## config.mk

```make
export PLATFORM = sky130hd
export DESIGN_NAME = demux18_deser
export DESIGN_NICKNAME = d
export VERILOG_FILES = /design/src/rtl/demux18_pkg.sv /design/src/rtl/demux18_deser_out.sv /design/src/rtl/demux18_deser.sv
export SDC_FILE = /design/constraint.sdc
export NUM_CORES = 1
export LEC_CHECK = 0
export CAP_MARGIN = 20
export CORE_MARGIN = 2
export CORE_UTILIZATION = 44
export CTS_CLUSTER_SIZE = 20
export DETAILED_ROUTE_END_ITERATION = 12
export PLACE_DENSITY = 0.73
export REMOVE_ABC_BUFFERS = 1
export SLEW_MARGIN = 20
export SYNTH_ARGS = -nofsm -noshare
export SYNTH_HDL_FRONTEND = slang
export SYNTH_SLANG_ARGS = --single-unit
```

## constraint.sdc

```tcl
create_clock -name clk -period 1.9 [get_ports clk]
set_clock_uncertainty 0.2 [all_clocks]
set_input_delay 0.19 -clock clk [delete_from_list [all_inputs] [get_ports clk]]
set_output_delay 0.19 -clock clk [all_outputs]
set_load 0.005 [all_outputs]
```

## src/rtl/demux18_pkg.sv

```systemverilog
// Shared constants and helpers for the mux/demux serial link.
// The mask helper is sized generously so either side can truncate it to its own width.
package demux18_pkg;

  localparam int DESER_WIDTH = 8;
  localparam int DESER_SEL_W = 3;
  localparam int MASK_MAX_W  = 64;

  function automatic logic [MASK_MAX_W-1:0] onehot_mask(input int unsigned idx);
    return MASK_MAX_W'(1) << idx;
  endfunction

endpackage

```

## src/rtl/demux18_deser_out.sv

```systemverilog
// Single-entry output holding register with valid/ready consume logic.
module deser_out_reg
  import demux18_pkg::*;
#(
  parameter int WIDTH = DESER_WIDTH
) (
  input  logic             clk,
  input  logic             rst,
  input  logic             load,
  input  logic [WIDTH-1:0] load_word,
  input  logic             consume,
  output logic [WIDTH-1:0] word,
  output logic             valid,
  output logic             full_blocking
);

  assign full_blocking = valid && !consume;

  // A load never meets a blocking hold: the producer stalls its final bit instead.
  always_ff @(posedge clk or posedge rst) begin
    if (rst) begin
      word  <= '0;
      valid <= 1'b0;
    end else if (load) begin
      word  <= load_word;
      valid <= 1'b1;
    end else if (valid && consume) begin
      valid <= 1'b0;
    end
  end

endmodule

```

## src/rtl/demux18_deser.sv

```systemverilog
// Serial-to-parallel deserializer: collects LSB-first bits into WIDTH-bit words
// and hands them downstream through a one-word valid/ready holding register.
module demux18_deser
  import demux18_pkg::*;
#(
  parameter int WIDTH = DESER_WIDTH,
  parameter int SEL_W = $clog2(WIDTH)
) (
  input  logic             clk,
  input  logic             rst,
  input  logic             in_bit,
  input  logic             in_valid,
  input  logic             in_sof,
  output logic             in_ready,
  output logic [SEL_W-1:0] bit_idx,
  output logic [WIDTH-1:0] out_word,
  output logic             out_valid,
  input  logic             out_ready,
  output logic             frame_err
);

  localparam int AW = WIDTH - 1;

  // The top bit never lives in acc; it goes straight into the output word.
  logic [SEL_W-1:0] cnt;
  logic [AW-1:0]    acc;
  logic [AW-1:0]    bit_mask;
  logic             last, acc_en, load, full_blocking;

  assign last     = (cnt == SEL_W'(WIDTH - 1));
  assign in_ready = !(last && full_blocking);
  assign acc_en   = in_valid && in_ready;
  assign load     = acc_en && !in_sof && last;
  assign bit_mask = AW'(onehot_mask(32'(cnt)));
  assign bit_idx  = cnt;

  always_ff @(posedge clk or posedge rst) begin
    if (rst) begin
      acc       <= '0;
      cnt       <= '0;
      frame_err <= 1'b0;
    end else begin
      frame_err <= 1'b0;
      if (acc_en) begin
        if (in_sof) begin
          acc       <= AW'(in_bit);
          cnt       <= SEL_W'(1);
          frame_err <= (cnt != '0);
        end else if (last) begin
          acc <= '0;
          cnt <= '0;
        end else begin
          acc <= in_bit ? (acc | bit_mask) : (acc & ~bit_mask);
          cnt <= cnt + SEL_W'(1);
        end
      end
    end
  end

  deser_out_reg #(.WIDTH(WIDTH)) u_out (
    .clk          (clk),
    .rst          (rst),
    .load         (load),
    .load_word    ({in_bit, acc}),
    .consume      (out_ready),
    .word         (out_word),
    .valid        (out_valid),
    .full_blocking(full_blocking)
  );

endmodule
```

# Word-level counts from Yosys, hierarchy flattened
# Cells that the tools add are included.
op_classes:
  add_sub_neg: 1
  n_eq_ne: 1
  n_shift: 1
  n_mux: 9
  bitwise_logic: 3
  reduce_logical: 11
ops:
  columns: ["cell", "n"]
  rows:
  - ["7-bit 2-to-1 mux", 3]
  - ["7-bit bitwise AND", 1]
  - ["7-bit NOT", 1]
  - ["7-bit OR", 1]
  - ["1-bit by 3-bit << shifter with 7-bit output, first input constant", 1]
  - ["1-bit logical AND", 6]
  - ["3-bit 2-to-1 mux", 2]
  - ["1-bit 2-to-1 mux", 4]
  - ["3-bit by 1-bit adder with 3-bit output, second input constant", 1]
  - ["3-bit == test, second input constant", 1]
  - ["1-bit logical NOT", 3]
  - ["3-bit nonzero test", 1]
  - ["2-bit nonzero test", 1]
totals:
  register_bits: 20
  out_inout_bits: 14

# Logic depth before layout (Yosys ltp)
# Gate-level depths: netlist of the first run.
depth:
  word_depth: 8
  ltp_mapped: 5

# Cells and area by module
# A second synthesis of the first run with hierarchy kept.
hier_totals:
  cells_unflattened: 79
  hier_area_um2: 1003.5
by_module_without_submodules:
  columns: ["mod", "n_inst", "cells_per_inst", "area_per_inst_um2", "seq_area_each_um2"]
  rows:
  - ["demux18_deser", 1, 58, 630.6, 275.3]
  - ["deser_out_reg", 1, 21, 372.9, 225.2]

# Worst setup path before layout of the first run
# OpenSTA, ideal clock, no wires.
synth_timing:
  path_type: "register to register"
  startpoint: "register cnt[0] (netlist: bit_idx[0])"
  endpoint: "register u_out.word[7]"
  arrival_ns: 1.589
  t_required_ns: 1.575
  setup_slack_ns: -0.013
  stages_incl_launch_ff: 6
  path_buffers: 0
  synth_period_minus_slack_ns: 1.913
  path_cell_list: "dfrtp_1 -> ha_1 -> ha_1 -> nand2_2 -> nor3b_4 -> mux2_2"
synth_between:
  elab_chain_len: 6
synth_lines:
  columns: ["element", "line", "source"]
  rows:
  - ["start, declared", "demux18_deser.sv:25", "logic [SEL_W-1:0] cnt;"]
  - ["start signal, assigned", "demux18_deser.sv:54", "cnt <= cnt + SEL_W'(1);"]
  - ["3-bit == test *", "demux18_deser.sv:30", "assign last = (cnt == SEL_W'(WIDTH - 1));"]
  - ["1-bit logical AND", "demux18_deser.sv:31", "assign in_ready = !(last && full_blocking);"]
  - ["1-bit logical NOT", "demux18_deser.sv:31", null]
  - ["1-bit logical AND", "demux18_deser.sv:32", "assign acc_en = in_valid && in_ready;"]
  - ["1-bit logical AND", "demux18_deser.sv:33", "assign load = acc_en && !in_sof && last;"]
  - ["1-bit logical AND *", "demux18_deser.sv:33", null]
  - ["end signal, assigned", "demux18_deser_out.sv:25", "word <= load_word;"]
  - ["end, declared", "demux18_deser_out.sv:12", "output logic [WIDTH-1:0] word,"]
# Mark *: on every way between the ends. The rest lies on a longest branch, timed or not.
# A chain may end at the register's enable or synchronous reset.

# Worst setup path in the final report of the first run
layout_timing:
  startpoint: "register cnt[0] (netlist: bit_idx[0])"
  endpoint: "output port in_ready"
layout_between:
  elab_chain_len: 3
layout_lines:
  columns: ["element", "line", "source"]
  rows:
  - ["3-bit == test", "demux18_deser.sv:30", null]
  - ["1-bit logical AND", "demux18_deser.sv:31", null]
  - ["1-bit logical NOT", "demux18_deser.sv:31", null]
  - ["end, declared", "demux18_deser.sv:14", "output logic in_ready,"]
# Every way passes these cells.

==> results of run 1 <==
==> critical path, delay by kind of cell, from the launching register on <==
| kind | cells | cell delay [ps] |
|---|---|---|
| adders and majority gates | 2 | 390 |
| and+or+nand+nor | 1 | 120 |
| buffers and inverters | 1 | 220 |
| DFF | 1 | 390 |
==> metal layers <==
layer,vias up,part of all wire [%]
met5,-,0
met4,0,2.7
met3,5,2.4
met2,14,49
met1,354,46
li1,363,-
==> synth_stat cells, drive strengths merged <==
master	instances	area share, %
mux2	9	10
nand4bb	1	1.1
dfrtp	20	51
buf	1	0.50
nand2b	5	3.2
and3	6	3.8
a32o	1	1.0
a211o	6	5.3
mux2i	2	2.0
nand3b	1	0.76
o2111a	1	1.1
nand2	6	2.8
inv	4	1.5
o311ai	1	0.88
clkbuf	1	0.38
nor3b	3	3.4
ha	6	7.6
o21ai	1	0.50
nor2	9	3.4
==> path summary, 6_finish.rpt <==
check / startpoint / end / depth (start not counted)
worst max-delay path: bit_idx[0]$_DFFE_PP0P_ / in_ready / 4
worst min register to register: acc[3]$_DFFE_PP0P_ / acc[3]$_DFFE_PP0P_ / 1
max in group asynchronous: rst / bit_idx[0]$_DFFE_PP0P_ / 3
worst min-delay path: rst / u_out.word[6]$_DFFE_PP0P_ / 3
min in group clk: acc[3]$_DFFE_PP0P_ / acc[3]$_DFFE_PP0P_ / 1
worst max register to register: bit_idx[1]$_DFFE_PP0P_ / acc[2]$_DFFE_PP0P_ / 7
==> report_power, final <==
part	total [uW]	switching (uW)	internal, uW	leakage (uW)
registers	534	40.0	494	0.000269
logic	373	152	220	0.000403
clock network	193	119	73.9	0.0000138
==> flip-flops by register name (all words and copies together) (netlist names) <==
name / cells
acc: 7
bit_idx: 3
frame_err: 1
u_out.valid: 1
u_out.word: 8
==> per-stage QoR <==
stage | instances | total power (uW) | TNS, ps
floorplan | 82 | 707 | -108
global placement | 140 | 894 | 0
detailed placement | 140 | 907 | -146
CTS | 143 | 1110 | 0
global route | 143 | 1180 | 0
finish | 143 | 1100 | 0
==> logic make-up (layout without fill, tap and decap cells) <==
group | count (synthesis) | count (layout)
compound gates | 10 | 10
fa+ha+maj | 6 | 6
buf+inv | 6 | 37
flops | 20 | 20
mux | 11 | 11
simple gates | 31 | 31
==> final cells by class <==
| type | instances | area, um2 |
|---|---|---|
| clock buffer | 3 | 22.5 |
| timing repair buffer | 30 | 285 |
| inverter | 4 | 15.0 |
| multi-input combinational | 58 | 492 |
| sequential | 20 | 500 |
| tap | 28 | 35.0 |
| fill | 187 | 820 |
==> out/results.ini, run 1 <==
[detailed_routing]
drt-pass1-iter-count=4
drtIter0Drc=11
routedWlPerCell_um=13.4
drc=0
vias=736
ant_nets=0
vias_per_cell=5.15
wirelength_mm=1.92

[place]
gp_congestion=0.784
place.port_buffers=19
pre_cts_ws_ps=-21.6
hpwlAfterDp_mm=1.49
placed_area_um2=1300

[flow_run]
maxCapViolCount=0

[power]
power_density_nw_per_um2=815
ir_drop_v=0.000633
p_leak_uw=0.000685

[synthesis]
synth_area_um2=991
synth_top_family_by_area=simple AND/OR/NAND/NOR gates
yosys.area_share.simple_pct=18.4
avgSynthCellArea_um2=11.8
synthCells=84
synth_compound_area_share_pct=8.84
muxShareOfSynthArea_pct=12.2
ys_seq_elements=20
synthXorXnorAreaFrac_pct=0
synthAdderAreaFrac_pct=7.58
yosysSeqAreaShare_pct=50.5
yosysWarnings=0
synth_cell_types=21

[critical_path]
required_ps=1510
cp_slowest_cell=dfrtp_1
worstSetupPathType=reg2out
cp_max_fo=6
start_kind=register
end_kind=output pin
r2r_slack_ps=100
cpPeakStageDelay_ps=390
path_cells=ha_2 > ha_4 > nand3b_1 > clkdlybuf4s15_1
worstPathArrival_ps=1420

[floorplanning]
die_area_um2=2650
ios=20
die_h_um=51.5
core_um2=2170
die_w_um=51.5
start_util_pct=45.7
rows=17

[clock_network]
clock-sinks=20
tritoncts=done
post_cts.resized_instances=4
cts_buffers=3
clk_path_buf_depth=2
hold_buffers=0
clock_latency_ps=290
h-tree-depth=1
post_cts_buffers=0
clock-root-buffer=clkbuf_4
clk_pin_slew_worst_paths_ps=100

[global_route]
gr-total-overflow=0
grt_max_degree=21
gr-max-usage-layer=met2
grt_pass1_vias=749
grt_pass1_wl_mm=3.33
grtUsageTotal_pct=17.3
grt.met2_usage_pct=28.6
grtUsageMet1_pct=21.5
use_met3_pct=2.63
antenna_found_initial=0

[layout]
final_cell_mix=20 x dfrtp_1, 18 x clkdlybuf4s50_1, 10 x buf_4, 9 x nor2_1, 9 x mux2_2
nNetsFinal=129
n_antenna_cell=0
final_common_cell=dfrtp_1
area_growth_pct=36.2
utilization_pct=62.2
fin_area_um2=1350
drive_gt1_share_pct=24.3

[sta]
rsz0062_at_grt=false
fin_ws_ps=87.0
worstMarginPinSlew_ps=343
hold-worst-slack_ps=4.50
finalSetupViolCount=0
min_period_ps=1810
slew_violations=0
slew_headroom_pct=76.8
fmax_mhz=552
post-route-period-util_pct=95.4
finalHoldViolCount=0

[status]
run_status=complete, no violations

[min_path]
hold_class=in2async

(Power assumes the default switching activity.)
==> inputs of run 2 (changes only) <==
Settings changed: SLEW_MARGIN 20 to 10.
==> results of run 2 <==
The final DEF is identical to that of run 1; final timing and power are the same.
